===== src/rtl/instr_fetch2.sv =====
// Second fetch stage: physical tag compare, way select and registered handoff to decode.
// A miss FSM stalls fetch1, requests a TLB walk or line refill, then replays the PC.
module instr_fetch2 #(
  parameter int unsigned ADDR_WIDTH = 32,
  parameter int unsigned TAG_WIDTH  = 20,
  parameter int unsigned WAYS       = 2
) (
  input  logic                      i_clk,
  input  logic                      i_rst,
  input  logic                      i_stall,
  input  logic                      i_flush,
  input  logic                      i_valid,
  input  logic [ADDR_WIDTH-1:0]     i_pc,
  input  logic                      i_mmu_enabled,
  input  logic                      i_itlb_hit,
  input  logic                      i_itlb_fault,
  input  logic [TAG_WIDTH-1:0]      i_itlb_ptag,
  input  logic [WAYS-1:0]           i_icache_valid,
  input  logic [WAYS*TAG_WIDTH-1:0] i_icache_tag,
  input  logic [WAYS*32-1:0]        i_icache_data,
  output logic                      o_valid,
  output logic [ADDR_WIDTH-1:0]     o_pc,
  output logic [31:0]               o_instr,
  output logic                      o_except,
  output logic [1:0]                o_except_code,
  output logic                      o_stall_req,
  output logic                      o_tlb_req,
  input  logic                      i_tlb_done,
  output logic                      o_refill_req,
  input  logic                      i_refill_ack,
  input  logic                      i_refill_done,
  output logic [ADDR_WIDTH-1:0]     o_miss_addr,
  output logic                      o_replay,
  output logic [ADDR_WIDTH-1:0]     o_replay_pc
);

  localparam int unsigned OFF_WIDTH   = ADDR_WIDTH - TAG_WIDTH;
  localparam int unsigned INSTR_WIDTH = 32;

  typedef enum logic [2:0] {
    IDLE,
    TLB_WAIT,
    REFILL_REQ,
    REFILL_WAIT,
    REPLAY,
    DRAIN
  } state_t;

  state_t                 state;
  state_t                 state_nxt;
  logic [TAG_WIDTH-1:0]   ptag;
  logic                   any_hit;
  logic [INSTR_WIDTH-1:0] hit_data;
  logic                   take;
  logic                   misalign;
  logic                   xlate_bad;
  logic                   tlb_miss;
  logic                   page_fault;
  logic                   cache_miss;
  logic                   hit;

  // Tag compare and way select; lowest matching way wins.
  always_comb begin
    ptag     = i_mmu_enabled ? i_itlb_ptag : i_pc[ADDR_WIDTH-1 -: TAG_WIDTH];
    any_hit  = 1'b0;
    hit_data = '0;
    for (int unsigned w = 0; w < WAYS; w++) begin
      if (!any_hit && i_icache_valid[w] &&
          (i_icache_tag[w*TAG_WIDTH +: TAG_WIDTH] == ptag)) begin
        any_hit  = 1'b1;
        hit_data = i_icache_data[w*INSTR_WIDTH +: INSTR_WIDTH];
      end
    end
  end

  // Fetch classification, only meaningful while idle and free to advance.
  always_comb begin
    take       = (state == IDLE) && i_valid && !i_stall && !i_flush;
    misalign   = take && i_pc[0];
    xlate_bad  = i_mmu_enabled && (!i_itlb_hit || i_itlb_fault);
    tlb_miss   = take && !i_pc[0] && i_mmu_enabled && !i_itlb_hit;
    page_fault = take && !i_pc[0] && i_mmu_enabled && i_itlb_hit && i_itlb_fault;
    cache_miss = take && !i_pc[0] && !xlate_bad && !any_hit;
    hit        = take && !i_pc[0] && !xlate_bad && any_hit;
  end

  // Miss FSM next state and memory-side handshake outputs.
  always_comb begin
    state_nxt    = state;
    o_stall_req  = (state != IDLE);
    o_tlb_req    = 1'b0;
    o_refill_req = 1'b0;
    o_replay     = 1'b0;
    case (state)
      IDLE: begin
        o_stall_req = tlb_miss || cache_miss;
        if (tlb_miss) begin
          state_nxt = TLB_WAIT;
        end else if (cache_miss) begin
          state_nxt = REFILL_REQ;
        end
      end
      TLB_WAIT: begin
        o_tlb_req = 1'b1;
        if (i_flush) begin
          state_nxt = i_tlb_done ? IDLE : DRAIN;
        end else if (i_tlb_done) begin
          state_nxt = REPLAY;
        end
      end
      REFILL_REQ: begin
        o_refill_req = 1'b1;
        if (i_flush) begin
          state_nxt = (!i_refill_ack || i_refill_done) ? IDLE : DRAIN;
        end else if (i_refill_ack) begin
          state_nxt = i_refill_done ? REPLAY : REFILL_WAIT;
        end
      end
      REFILL_WAIT: begin
        if (i_flush) begin
          state_nxt = i_refill_done ? IDLE : DRAIN;
        end else if (i_refill_done) begin
          state_nxt = REPLAY;
        end
      end
      REPLAY: begin
        o_replay  = !i_flush;
        state_nxt = IDLE;
      end
      DRAIN: begin
        // Only one request can be outstanding, so either done pulse closes it.
        if (i_tlb_done || i_refill_done) begin
          state_nxt = IDLE;
        end
      end
      default: state_nxt = IDLE;
    endcase
  end

  // State, decode-facing output register and miss bookkeeping.
  always_ff @(posedge i_clk) begin
    if (i_rst) begin
      state         <= IDLE;
      o_valid       <= 1'b0;
      o_pc          <= '0;
      o_instr       <= '0;
      o_except      <= 1'b0;
      o_except_code <= 2'd0;
      o_miss_addr   <= '0;
      o_replay_pc   <= '0;
    end else begin
      state <= state_nxt;
      if (i_flush) begin
        o_valid <= 1'b0;
      end else if (!i_stall) begin
        o_valid <= hit || misalign || page_fault;
        if (hit || misalign || page_fault) begin
          o_pc          <= i_pc;
          o_instr       <= hit ? hit_data : '0;
          o_except      <= !hit;
          o_except_code <= page_fault ? 2'd1 : 2'd0;
        end
      end
      if (tlb_miss) begin
        o_miss_addr <= i_pc;
        o_replay_pc <= i_pc;
      end else if (cache_miss) begin
        o_miss_addr <= {ptag, i_pc[OFF_WIDTH-1:0]};
        o_replay_pc <= i_pc;
      end
    end
  end

endmodule

===== config.mk =====
export PLATFORM = sky130hd
export DESIGN_NAME = instr_fetch2
export DESIGN_NICKNAME = d
export VERILOG_FILES = /design/src/rtl/instr_fetch2.sv
export SDC_FILE = /design/constraint.sdc
export NUM_CORES = 1
export LEC_CHECK = 0
export BUFFER_PORTS_ARGS = -buffer_cell sky130_fd_sc_hd__buf_2
export CAP_MARGIN = 0
export CORE_ASPECT_RATIO = 0.75
export CORE_MARGIN = 2
export CORE_UTILIZATION = 40
export CTS_BUF_LIST = sky130_fd_sc_hd__clkbuf_4 sky130_fd_sc_hd__clkbuf_8
export DETAILED_ROUTE_END_ITERATION = 8
export PLACE_DENSITY_LB_ADDON = 0.2
export SYNTH_ARGS = -nofsm -noshare
export SYNTH_HDL_FRONTEND = slang
export SYNTH_SLANG_ARGS = --single-unit

===== constraint.sdc =====
create_clock -name i_clk -period 5.35 [get_ports i_clk]
set_input_delay 0.535 -clock i_clk [delete_from_list [all_inputs] [get_ports i_clk]]
set_output_delay 0.535 -clock i_clk [all_outputs]
set_load 0.02 [all_outputs]

== Word-level counts from Yosys, hierarchy flattened ==
Index checks and enable logic that the tools add are counted.

* Word-level logic and storage cells: 88
* Input bits: 169
* Output and inout port bits: 136
* Bits in registers: 135

* Bitwise logic cells: 2
* Multiplexer cells: 29
* Eq/ne operators: 12
* Reductions and logical operators: 37

{| class="wikitable"
|+ Operator list
! operator !! count
|-
| 32-bit two-way mux || 7
|-
| 20-bit equality test || 2
|-
| 3-bit two-way mux || 13
|-
| 20-bit two-way mux || 1
|-
| 1-bit logical AND || 16
|-
| 3-bit case mux with 5 select lines || 1
|-
| 3-bit != test, second input constant || 4
|-
| 1-bit logical NOT || 9
|-
| 1-bit two-way mux || 7
|-
| 3-bit by 2-bit equality test with 1-bit output, second input constant || 2
|-
| 3-bit equality test, second input constant || 2
|-
| 1-bit logical OR || 6
|-
| 5-bit AND reduction || 1
|-
| 3-bit by 1-bit equality test with 1-bit output, second input constant || 1
|-
| 3-bit logical NOT || 1
|-
| 3-bit AND reduction || 1
|-
| 3-bit nonzero test || 1
|-
| 2-bit != test, second input constant || 1
|-
| 1-bit NOT || 2
|-
| 2-bit nonzero test || 1
|-
| 2-bit OR reduction || 1
|}

== Logic depth before layout (Yosys ltp) ==
Gate-level depths: netlist of the first run.

* Depth in word-level cells: 13
* Gate-level depth with buffers: 11
* Gate-level depth less buffers: 7

== Least setup slack after synthesis of the first run ==
OpenSTA, ideal clock, no wires.

* Path type: input-to-output
* Start point: input port i_mmu_enabled
* End point: output port o_stall_req
* Required time: 4,815 ps
* Arrival time: 2,605 ps
* Stages on the path: 10
* Buffers on the path: 3
* Setup slack: 2,210 ps
* Cell sequence: buf_6 buf_8 mux2i_4 xnor2_1 nor4_1 nand4_2 o221a_4 nor2_8 buf_6 nand3b_1

* Word-level cells in the longest chain between the ends: 12
* Elaborated cells on any way between the ends: 18
* Those cells by class: eq/ne (2); mux (4); reduce/logical (12)

{| class="wikitable"
|+ Ends and longest elaborated chain
! what !! RTL line !! text
|-
| from (decl) || 14 || <nowiki>input logic i_mmu_enabled,</nowiki>
|-
| 20-bit two-way mux || 64 || <nowiki>ptag = i_mmu_enabled ? i_itlb_ptag : i_pc[ADDR_WIDTH-1 -: TAG_WIDTH];</nowiki>
|-
| 20-bit equality test || 69 || <nowiki>(i_icache_tag[w*TAG_WIDTH +: TAG_WIDTH] == ptag)) begin</nowiki>
|-
| 1-bit logical AND || 68 || <nowiki>if (!any_hit && i_icache_valid[w] &&</nowiki>
|-
| 1-bit two-way mux || 68 ||
|-
| 1-bit logical NOT || 68 ||
|-
| 1-bit logical AND (2 in series) || 68 ||
|-
| 1-bit two-way mux || 68 ||
|-
| 1-bit logical NOT || 83 || <nowiki>cache_miss = take && !i_pc[0] && !xlate_bad && !any_hit;</nowiki>
|-
| 1-bit logical AND || 83 ||
|-
| 1-bit logical OR (*) || 96 || <nowiki>o_stall_req = tlb_miss || cache_miss;</nowiki>
|-
| 1-bit two-way mux (*) || 94 || <nowiki>case (state)</nowiki>
|-
| to (decl) || 26 || <nowiki>output logic o_stall_req,</nowiki>
|}

Mark *: on every way between the ends. The rest lies on a longest branch, timed or not.

== Worst setup path in the final report of the first run ==
Same ends and word-level chain as after synthesis.

==> results of run 1 <==
==> cell type report <==
type / count / share of cell area, %
clock inverter: 13 / 1.86
inverter: 13 / 0.545
antenna: 3 / 0.0838
tap: 242 / 3.38
sequential: 122 / 27.3
multi-input combinational: 587 / 45.8
timing repair buffer: 318 / 18.2
clock buffer: 19 / 2.92
==> worst register-to-register path, delay by kind of cell (launching register included) <==
kind,cells,cell delay (ps)
AND/OR/NAND/NOR,2,860
buffers and inverters,2,850
flip-flops,1,410
AO/OA/AOI/OAI,2,370
multiplexers,1,250
==> worst paths after layout <==
kind,end,start
worst min-delay path,o_miss_addr[7],i_pc[7]
worst max-delay path,o_stall_req,i_mmu_enabled
worst max register to register,o_pc[29],state[1]
worst min register to register,o_replay_pc[14],o_replay_pc[14]
==> power groups by stage <==
stage	sequential (W)	combinational, W	clock [W]
2_1_floorplan	0.000974	0.000184	0
3_3_place_gp	0.000955	0.000341	0
3_5_place_dp	0.000955	0.000341	0
4_1_cts	0.000934	0.000343	0.000922
5_1_grt	0.000936	0.000372	0.000960
6_report	0.000934	0.000344	0.000905
==> logic make-up after synthesis <==
family	Yosys count
compound gates	205
xor+xnor	40
buf+inv	109
flops	122
mux	83
other cells	1
simple gates	258
==> per-stage QoR <==
step | cells | setup slack (ps) | total power, W
after global placement | 1282 | 1320 | 0.00130
after global routing | 1317 | 937 | 0.00227
final | 1317 | 1210 | 0.00218
after CTS | 1314 | 1240 | 0.00220
after detailed placement | 1282 | 1180 | 0.00130
after floorplan | 818 | 2210 | 0.00116
==> per-layer routing <==
| layer | part of all wire [%] | track usage (%) | vias to the layer above |
|---|---|---|---|
| met2 | 44 | 37.8 | 299 |
| li1 | - | - | 3464 |
| met3 | 7.9 | 6.33 | 22 |
| met5 | 0 | 0 | - |
| met1 | 47 | 34.9 | 3324 |
| met4 | 1.5 | 7.10 | 0 |
==> synthesized netlist by cell type, types with 3 or more instances <==
master	instances	area [um2]
o21ai_0	6	30.0
nor4_2	3	37.5
o211ai_1	65	488
o41ai_2	9	146
buf_1	3	11.3
nor2_1	6	22.5
and3_1	36	225
and4_1	3	26.3
buf_2	17	85.1
nand2b_1	3	18.8
o22ai_1	11	68.8
buf_4	16	120
nor3_1	17	85.1
nor4_1	12	75.1
a311oi_1	8	70.1
inv_1	12	45.0
nand4b_1	3	26.3
mux2i_1	73	731
dfxtp_1	122	2440
mux2i_2	5	68.8
nand2_1	121	454
mux2i_4	5	113
xnor2_1	39	342
clkbuf_1	52	195
a211oi_1	35	263
nand3_1	42	210
o21ai_1	11	55.1
buf_6	7	78.8
a21oi_1	46	230
==> state kept, by name (all words and copies together), names as in the netlist <==
register and flops:
o_except 1, o_except_code 1, o_instr 32, o_miss_addr 32
o_pc 32, o_replay_pc 20, o_valid 1, state 3
==> impl_metrics.json, run 1 <==
{
  "status": "finished clean",
  "final_cell_area_mm2": 0.00896,
  "antenna_found_initial": 4,
  "clockRootBuffer": "clkbuf_8",
  "die_area_mm2": 0.0187,
  "leakagePower_nw": 4.21,
  "dr.pass1.iters": 5,
  "post_cts_buffers": 0,
  "endpoint_kind": "output pin",
  "ys_async_sr_fraction_pct": 0,
  "cts.sinks": 122,
  "start_util_pct": 40.4,
  "hold_depth": 3,
  "synth_cells": 818,
  "seq_power_share_pct": 42.8,
  "fmax_ghz": 0.242,
  "multiInputGateArea_mm2": 0.00410,
  "clkPwrFrac_pct": 41.5,
  "worst_ep_required_time_ps": 4820,
  "htree_num_levels": 4,
  "drt_iter0_drc": 652,
  "relSlewSlack_pct": 18.3,
  "ctsHoldBuffers": 0,
  "dr_total_vias": 7109,
  "post_synth_and_or_nand_nor_area_fraction_pct": 18.3,
  "clk_path_buf_depth": 2,
  "drc": 0,
  "drt-total-wl_um": 23900,
  "place_congestion": 0.862,
  "core_area_mm2": 0.0174,
  "swShare_pct": 29.0,
  "synth_area_per_cell_um2": 8.62,
  "cell_internal_pwr_w": 0.00155,
  "drive_gt1_share_pct": 35.9,
  "cts_tree": "built",
  "viasPerCell": 5.40,
  "synthAdderAreaFrac_pct": 0,
  "port_buffers": 303,
  "final_common_cell": "buf_2",
  "ys.flop_type": "dfxtp_1",
  "synth_top_family_by_area": "compound AO/OA/AOI/OAI gates",
  "clk_latency_ps": 440,
  "synth-seq-cells": 122,
  "gr-total-overflow": 0,
  "grt_usage_pct": 24.9,
  "cp.arrival_ps": 3600,
  "max_cap_viol_count": 0,
  "cp_cell_sequence": "buf_2 -> buf_4 -> mux2i_1 -> xnor2_1 -> nor4_1 -> nand4_2 -> o221a_4 -> nor2_8 -> nand3b_1 -> buf_2",
  "worst_pin_slew_ps": 1230,
  "skew_ps": 11.6,
  "ys_warn_count": 0,
  "synth_edf_count": 0,
  "first_global_vias": 6512,
  "syn_nets": 987,
  "syn_to_final_growth_pct": 27.1,
  "synth-seq-area-share_pct": 34.6,
  "rr_worst_depth": 7,
  "io_pins": 305,
  "finalHoldViolations": 0,
  "mostFrequentLayoutCells": "buf_2, dfxtp_1, nand2_1, mux2i_1, o211ai_1",
  "regArea_mm2": 0.00244,
  "placed_cell_area_mm2": 0.00852,
  "r2r_slack_ps": 2470,
  "slowest_delay_ps": 570,
  "path_delay_family": "simple AND/OR/NAND/NOR gates",
  "netlist_area_mm2": 0.00705,
  "finalSetupTns_ps": 0,
  "crit_type": "in2out",
  "fillCellCount": 1732,
  "critPathSlowestCell": "o221a_4",
  "p_per_area_mw_per_mm2": 244,
  "synth_compound_area_share_pct": 21.2,
  "num_rows": 42,
  "post-route-period-util_pct": 77.3,
  "layout.nets": 1228,
  "cp-start-kind": "input port",
  "peakVddDrop_mv": 0.119,
  "post-route-util_pct": 51.3,
  "die_x_um": 157,
  "p_sw_w": 0.000633,
  "pwr-share-comb_pct": 15.8,
  "dp_hpwl_um": 17300,
  "grt_pass1_wl_um": 36100,
  "die_y_um": 119,
  "ant_nets": 0,
  "min_path_type": "in2reg",
  "path_clk_slew_ps": 80,
  "synth_xor_area_share_pct": 4.97,
  "wire_per_inst_um": 18.2,
  "critPathMaxFanout": 22,
  "grt_start_max_net_pins": 94,
  "cts_resized": 0,
  "rsz0062_at_grt": "no",
  "min_period_ps": 4140,
  "finalSetupViolCount": 0,
  "muxShareOfSynthArea_pct": 12.9,
  "yosysUniqueCellTypes": 53,
  "whs_ps": 357,
  "cpMostUsedCell": "buf_2",
  "crit_buf_inv": 3,
  "crit_cells": 10,
  "slew_viol_final": 0,
  "cts_buffers": 17
}
No activity file was read; power rests on OpenSTA's default activity.
==> run 2: changes to the inputs <==
==> constraint.sdc (replaced) <==
create_clock -name i_clk -period 4.2 [get_ports i_clk]
set_input_delay 0.42 -clock i_clk [delete_from_list [all_inputs] [get_ports i_clk]]
set_output_delay 0.42 -clock i_clk [all_outputs]
set_load 0.02 [all_outputs]
==> impl_metrics.json, run 2 (synthesized netlist as in run 1, its figures left out) <==
{
  "mostFrequentLayoutCells": "buf_2, dfxtp_1, nand2_1, mux2i_1, o211ai_1",
  "syn_to_final_growth_pct": 27.5,
  "worstSetupStartpoint": "i_mmu_enabled",
  "dr_total_vias": 7241,
  "whs_ps": 236,
  "relSlewSlack_pct": 21.5,
  "fmax_ghz": 0.271,
  "place_worst_setup_slack_ps": 518,
  "crit_buf_inv": 3,
  "cp.arrival_ps": 3270,
  "cts_resized": 0,
  "post-route-period-util_pct": 88.0,
  "cpMostUsedCell": "buf_2",
  "layout_setup_ws_ps": 506,
  "place_congestion": 0.938,
  "grt_pass1_wl_um": 37200,
  "die_area_mm2": 0.0187,
  "cts.sinks": 122,
  "path_delay_family": "simple AND/OR/NAND/NOR gates",
  "fillCellCount": 1728,
  "grt_usage_pct": 25.3,
  "final_cells": 1319,
  "peakVddDrop_mv": 0.170,
  "finalHoldViolations": 0,
  "rsz0062_at_grt": "no",
  "cp-start-kind": "input port",
  "layout.nets": 1233,
  "clockRootBuffer": "clkbuf_8",
  "ant_nets": 0,
  "rr_startpoint": "state[1]",
  "status": "finished clean",
  "crit_type": "in2out",
  "cts_buffers": 17,
  "drt-total-wl_um": 24400,
  "finalSetupTns_ps": 0,
  "top_regs": "o_instr x32, o_miss_addr x32, o_pc x32",
  "grt_start_max_net_pins": 74,
  "die_y_um": 119,
  "htree_num_levels": 4,
  "slew_viol_final": 0,
  "max_cap_viol_count": 0,
  "critPathMaxFanout": 22,
  "core_area_mm2": 0.0174,
  "dr.pass1.iters": 5,
  "die_x_um": 157,
  "min_period_ps": 3690,
  "viasPerCell": 5.49,
  "drt_iter0_drc": 507,
  "final_common_cell": "buf_2",
  "ctsHoldBuffers": 0,
  "clk_latency_ps": 440,
  "post-route-util_pct": 51.5,
  "cp_cell_sequence": "buf_2 -> buf_4 -> mux2i_2 -> xnor2_1 -> nor4_1 -> nand4_2 -> o221a_4 -> nor2_8 -> nand3b_1 -> buf_2",
  "clk_path_buf_depth": 2,
  "place_inst": 1287,
  "num_rows": 42,
  "dp_hpwl_um": 17700,
  "wire_per_inst_um": 18.5,
  "worst_pin_slew_ps": 1180,
  "p_per_area_mw_per_mm2": 307,
  "skew_ps": 9.77,
  "antenna_found_initial": 1,
  "hold_start": "i_pc[7]",
  "worst_ep_required_time_ps": 3780,
  "gr-total-overflow": 0,
  "finalSetupViolCount": 0,
  "post_cts_buffers": 0,
  "slowest_delay_ps": 440,
  "first_global_vias": 6785,
  "path_clk_slew_ps": 80,
  "leakagePower_nw": 4.23,
  "io_pins": 305,
  "min_path_type": "in2reg",
  "port_buffers": 303,
  "cts_tree": "built",
  "critPathSlowestCell": "o221a_4",
  "endpoint_kind": "output pin",
  "start_util_pct": 40.4,
  "drc": 0,
  "drive_gt1_share_pct": 36.2
}
[run 2: changes by cell type in the layout (fill, tap and decap cells not counted), sizes merged]
cell | previous run | this run
inv | 16 | 17
clkinv | 4 | 3
clkbuf | 19 | 18
diode | 3 | 1
buf | 318 | 323
[run 2: worst paths after layout]
path	to	cells past startpoint	slack, ps
max reg2reg	o_pc[30]	7	1210
max	o_stall_req	10	510
min	o_miss_addr[7]	3	240
min reg2reg	o_pc[27]	2	460
[run 2: report_power, final]
group          internal [W]  switching [W]
combinational      0.000174       0.000270
sequential          0.00118      0.0000123
clock              0.000605       0.000523
total               0.00196       0.000805
[run 2: layout make-up]
type                    count  area [um2]  area share, %
clock inverters            13         166           1.85
flip-flops and latches    122        2440           27.2
multi-input cells         587        4100           45.6
well taps                 242         303           3.37
inverters                  13        48.8          0.543
clock buffers              18         248           2.76
repair buffers            323        1680           18.7
diodes                      1        2.50         0.0278
[run 2: worst min-delay path: stages]
cell and delay (ps):
buf_2 90, nand2_1 60, mux2i_1 60
[run 2: stage by stage]
| stage | power, W | cell area [um2] |
|---|---|---|
| 2_1_floorplan | 0.00148 | 7050 |
| 3_3_place_gp | 0.00166 | 8570 |
| 3_5_place_dp | 0.00166 | 8570 |
| 4_1_cts | 0.00278 | 8990 |
| 5_1_grt | 0.00287 | 8990 |
| 6_report | 0.00276 | 8990 |
[run 2: layer usage]
metal  part of all wire (%)  vias up  GRT usage (%)
li1                       -     3491              -
met4                    1.4        0           6.36
met1                     48     3420           36.5
met3                    7.1       24           5.35
met5                      0        -              0
met2                     44      306           38.3
==> run 3: changes to the inputs <==
--- a/config.mk
+++ b/config.mk
@@ -12,7 +12,7 @@
 export CORE_UTILIZATION = 40
 export CTS_BUF_LIST = sky130_fd_sc_hd__clkbuf_4 sky130_fd_sc_hd__clkbuf_8
 export DETAILED_ROUTE_END_ITERATION = 8
-export PLACE_DENSITY_LB_ADDON = 0.2
+export PLACE_DENSITY = 0.69
 export SYNTH_ARGS = -nofsm -noshare
 export SYNTH_HDL_FRONTEND = slang
 export SYNTH_SLANG_ARGS = --single-unit
==> impl_metrics.json, run 3 (synthesized netlist as in run 1, its figures left out) <==
{
  "dp_hpwl_um": 18100,
  "skew_ps": 14.6,
  "top_regs": "o_instr x32, o_miss_addr x32, o_pc x32",
  "cell_internal_pwr_w": 0.00186,
  "drive_gt1_share_pct": 36.0,
  "cts_tree": "built",
  "place_congestion": 0.924,
  "min_path_type": "in2reg",
  "leakagePower_nw": 4.23,
  "fillCellCount": 1736,
  "drt-total-wl_um": 24500,
  "num_rows": 42,
  "ctsHoldBuffers": 0,
  "worst_ep_required_time_ps": 3780,
  "start_util_pct": 40.4,
  "first_global_vias": 6610,
  "status": "finished clean",
  "port_buffers": 303,
  "endpoint_kind": "output pin",
  "viasPerCell": 5.50,
  "gr-total-overflow": 0,
  "finalHoldViolations": 0,
  "swShare_pct": 31.9,
  "post-route-period-util_pct": 85.8,
  "grt_usage_pct": 25.5,
  "peakVddDrop_mv": 0.180,
  "seq_power_share_pct": 43.7,
  "cts_buffers": 17,
  "p_per_area_mw_per_mm2": 303,
  "slew_viol_final": 0,
  "path_clk_slew_ps": 100,
  "dr.pass1.iters": 5,
  "die_y_um": 119,
  "finalSetupTns_ps": 0,
  "post_cts_buffers": 0,
  "rsz0062_at_grt": "no",
  "core_area_mm2": 0.0174,
  "pwr-share-comb_pct": 16.3,
  "clkPwrFrac_pct": 40.0,
  "whs_ps": 219,
  "io_pins": 305,
  "antenna_found_initial": 6,
  "critPathMaxFanout": 37,
  "grt_pass1_wl_um": 36900,
  "clk_latency_ps": 460,
  "relSlewSlack_pct": 21.0,
  "mostFrequentLayoutCells": "buf_2, dfxtp_1, nand2_1, mux2i_1, o211ai_1",
  "max_cap_viol_count": 0,
  "worst_pin_slew_ps": 1180,
  "cts_resized": 0,
  "dr_total_vias": 7257,
  "wire_per_inst_um": 18.5,
  "ant_nets": 0,
  "finalSetupViolCount": 0,
  "cp.arrival_ps": 3180,
  "final_common_cell": "buf_2",
  "fmax_ghz": 0.277,
  "p_sw_w": 0.000870,
  "clockRootBuffer": "clkbuf_8",
  "clk_path_buf_depth": 2,
  "crit_type": "in2out",
  "htree_num_levels": 4,
  "grt_start_max_net_pins": 91,
  "die_x_um": 157,
  "drc": 0,
  "die_area_mm2": 0.0187,
  "regArea_mm2": 0.00244,
  "syn_to_final_growth_pct": 27.4,
  "min_period_ps": 3600,
  "multiInputGateArea_mm2": 0.00410,
  "cts.sinks": 122,
  "cp-start-kind": "input port",
  "drt_iter0_drc": 586,
  "layout.nets": 1229
}
## run 3: per-stage QoR
stage,total power [W],std cells,utilization (%),setup slack [ps],instance area [um2]
6_report,0.00272,1319,51.5,595,8980
2_1_floorplan,0.00148,818,-,1290,7050
4_1_cts,0.00275,1315,51.4,623,8970
3_3_place_gp,0.00166,1283,49.1,657,8570
3_5_place_dp,0.00166,1283,49.1,616,8570
5_1_grt,0.00284,1316,51.4,470,8970
## run 3: power groups by stage
stage | Clock [W] | Sequential, W | Combinational (W)
5_1_grt | 0.00117 | 0.00119 | 0.000477
6_report | 0.00109 | 0.00119 | 0.000444
3_3_place_gp | 0 | 0.00122 | 0.000438
3_5_place_dp | 0 | 0.00122 | 0.000439
2_1_floorplan | 0 | 0.00124 | 0.000235
4_1_cts | 0.00111 | 0.00119 | 0.000442
## run 3: critical path, cell delays in order
cell and delay, ps:
buf_2 110, buf_12 250, mux2i_1 330, xnor2_1 140, nor4_1 460, nand4_1 320, o221a_4 500, nor2_8 220
nand3b_1 170, buf_2 210
## run 3: layout make-up
| class | count | share of cell area, % |
|---|---|---|
| Clock buffer | 17 | 2.61 |
| Sequential cell | 122 | 27.2 |
| Clock inverter | 15 | 1.88 |
| Tap cell | 242 | 3.37 |
| Multi-Input combinational cell | 587 | 45.7 |
| Antenna cell | 4 | 0.111 |
| Inverter | 13 | 0.543 |
| Timing Repair Buffer | 319 | 18.6 |
## run 3: worst paths after layout
kind                 start             end  slack, ps  depth (start not counted)
max          i_mmu_enabled     o_stall_req        600                         10
min               i_pc[11]        o_pc[11]        220                          3
max reg2reg       state[1]  o_miss_addr[0]       1320                          7
min reg2reg       o_pc[29]        o_pc[29]        460                          2
## run 3: per-layer routing
metal	global-route usage, %	part of all wire, %	vias up
li1	-	-	3484
met1	32.9	43	3407
met2	40.2	46	314
met3	8.30	9.0	48
met4	8.30	2.4	4
met5	0	0.086	-
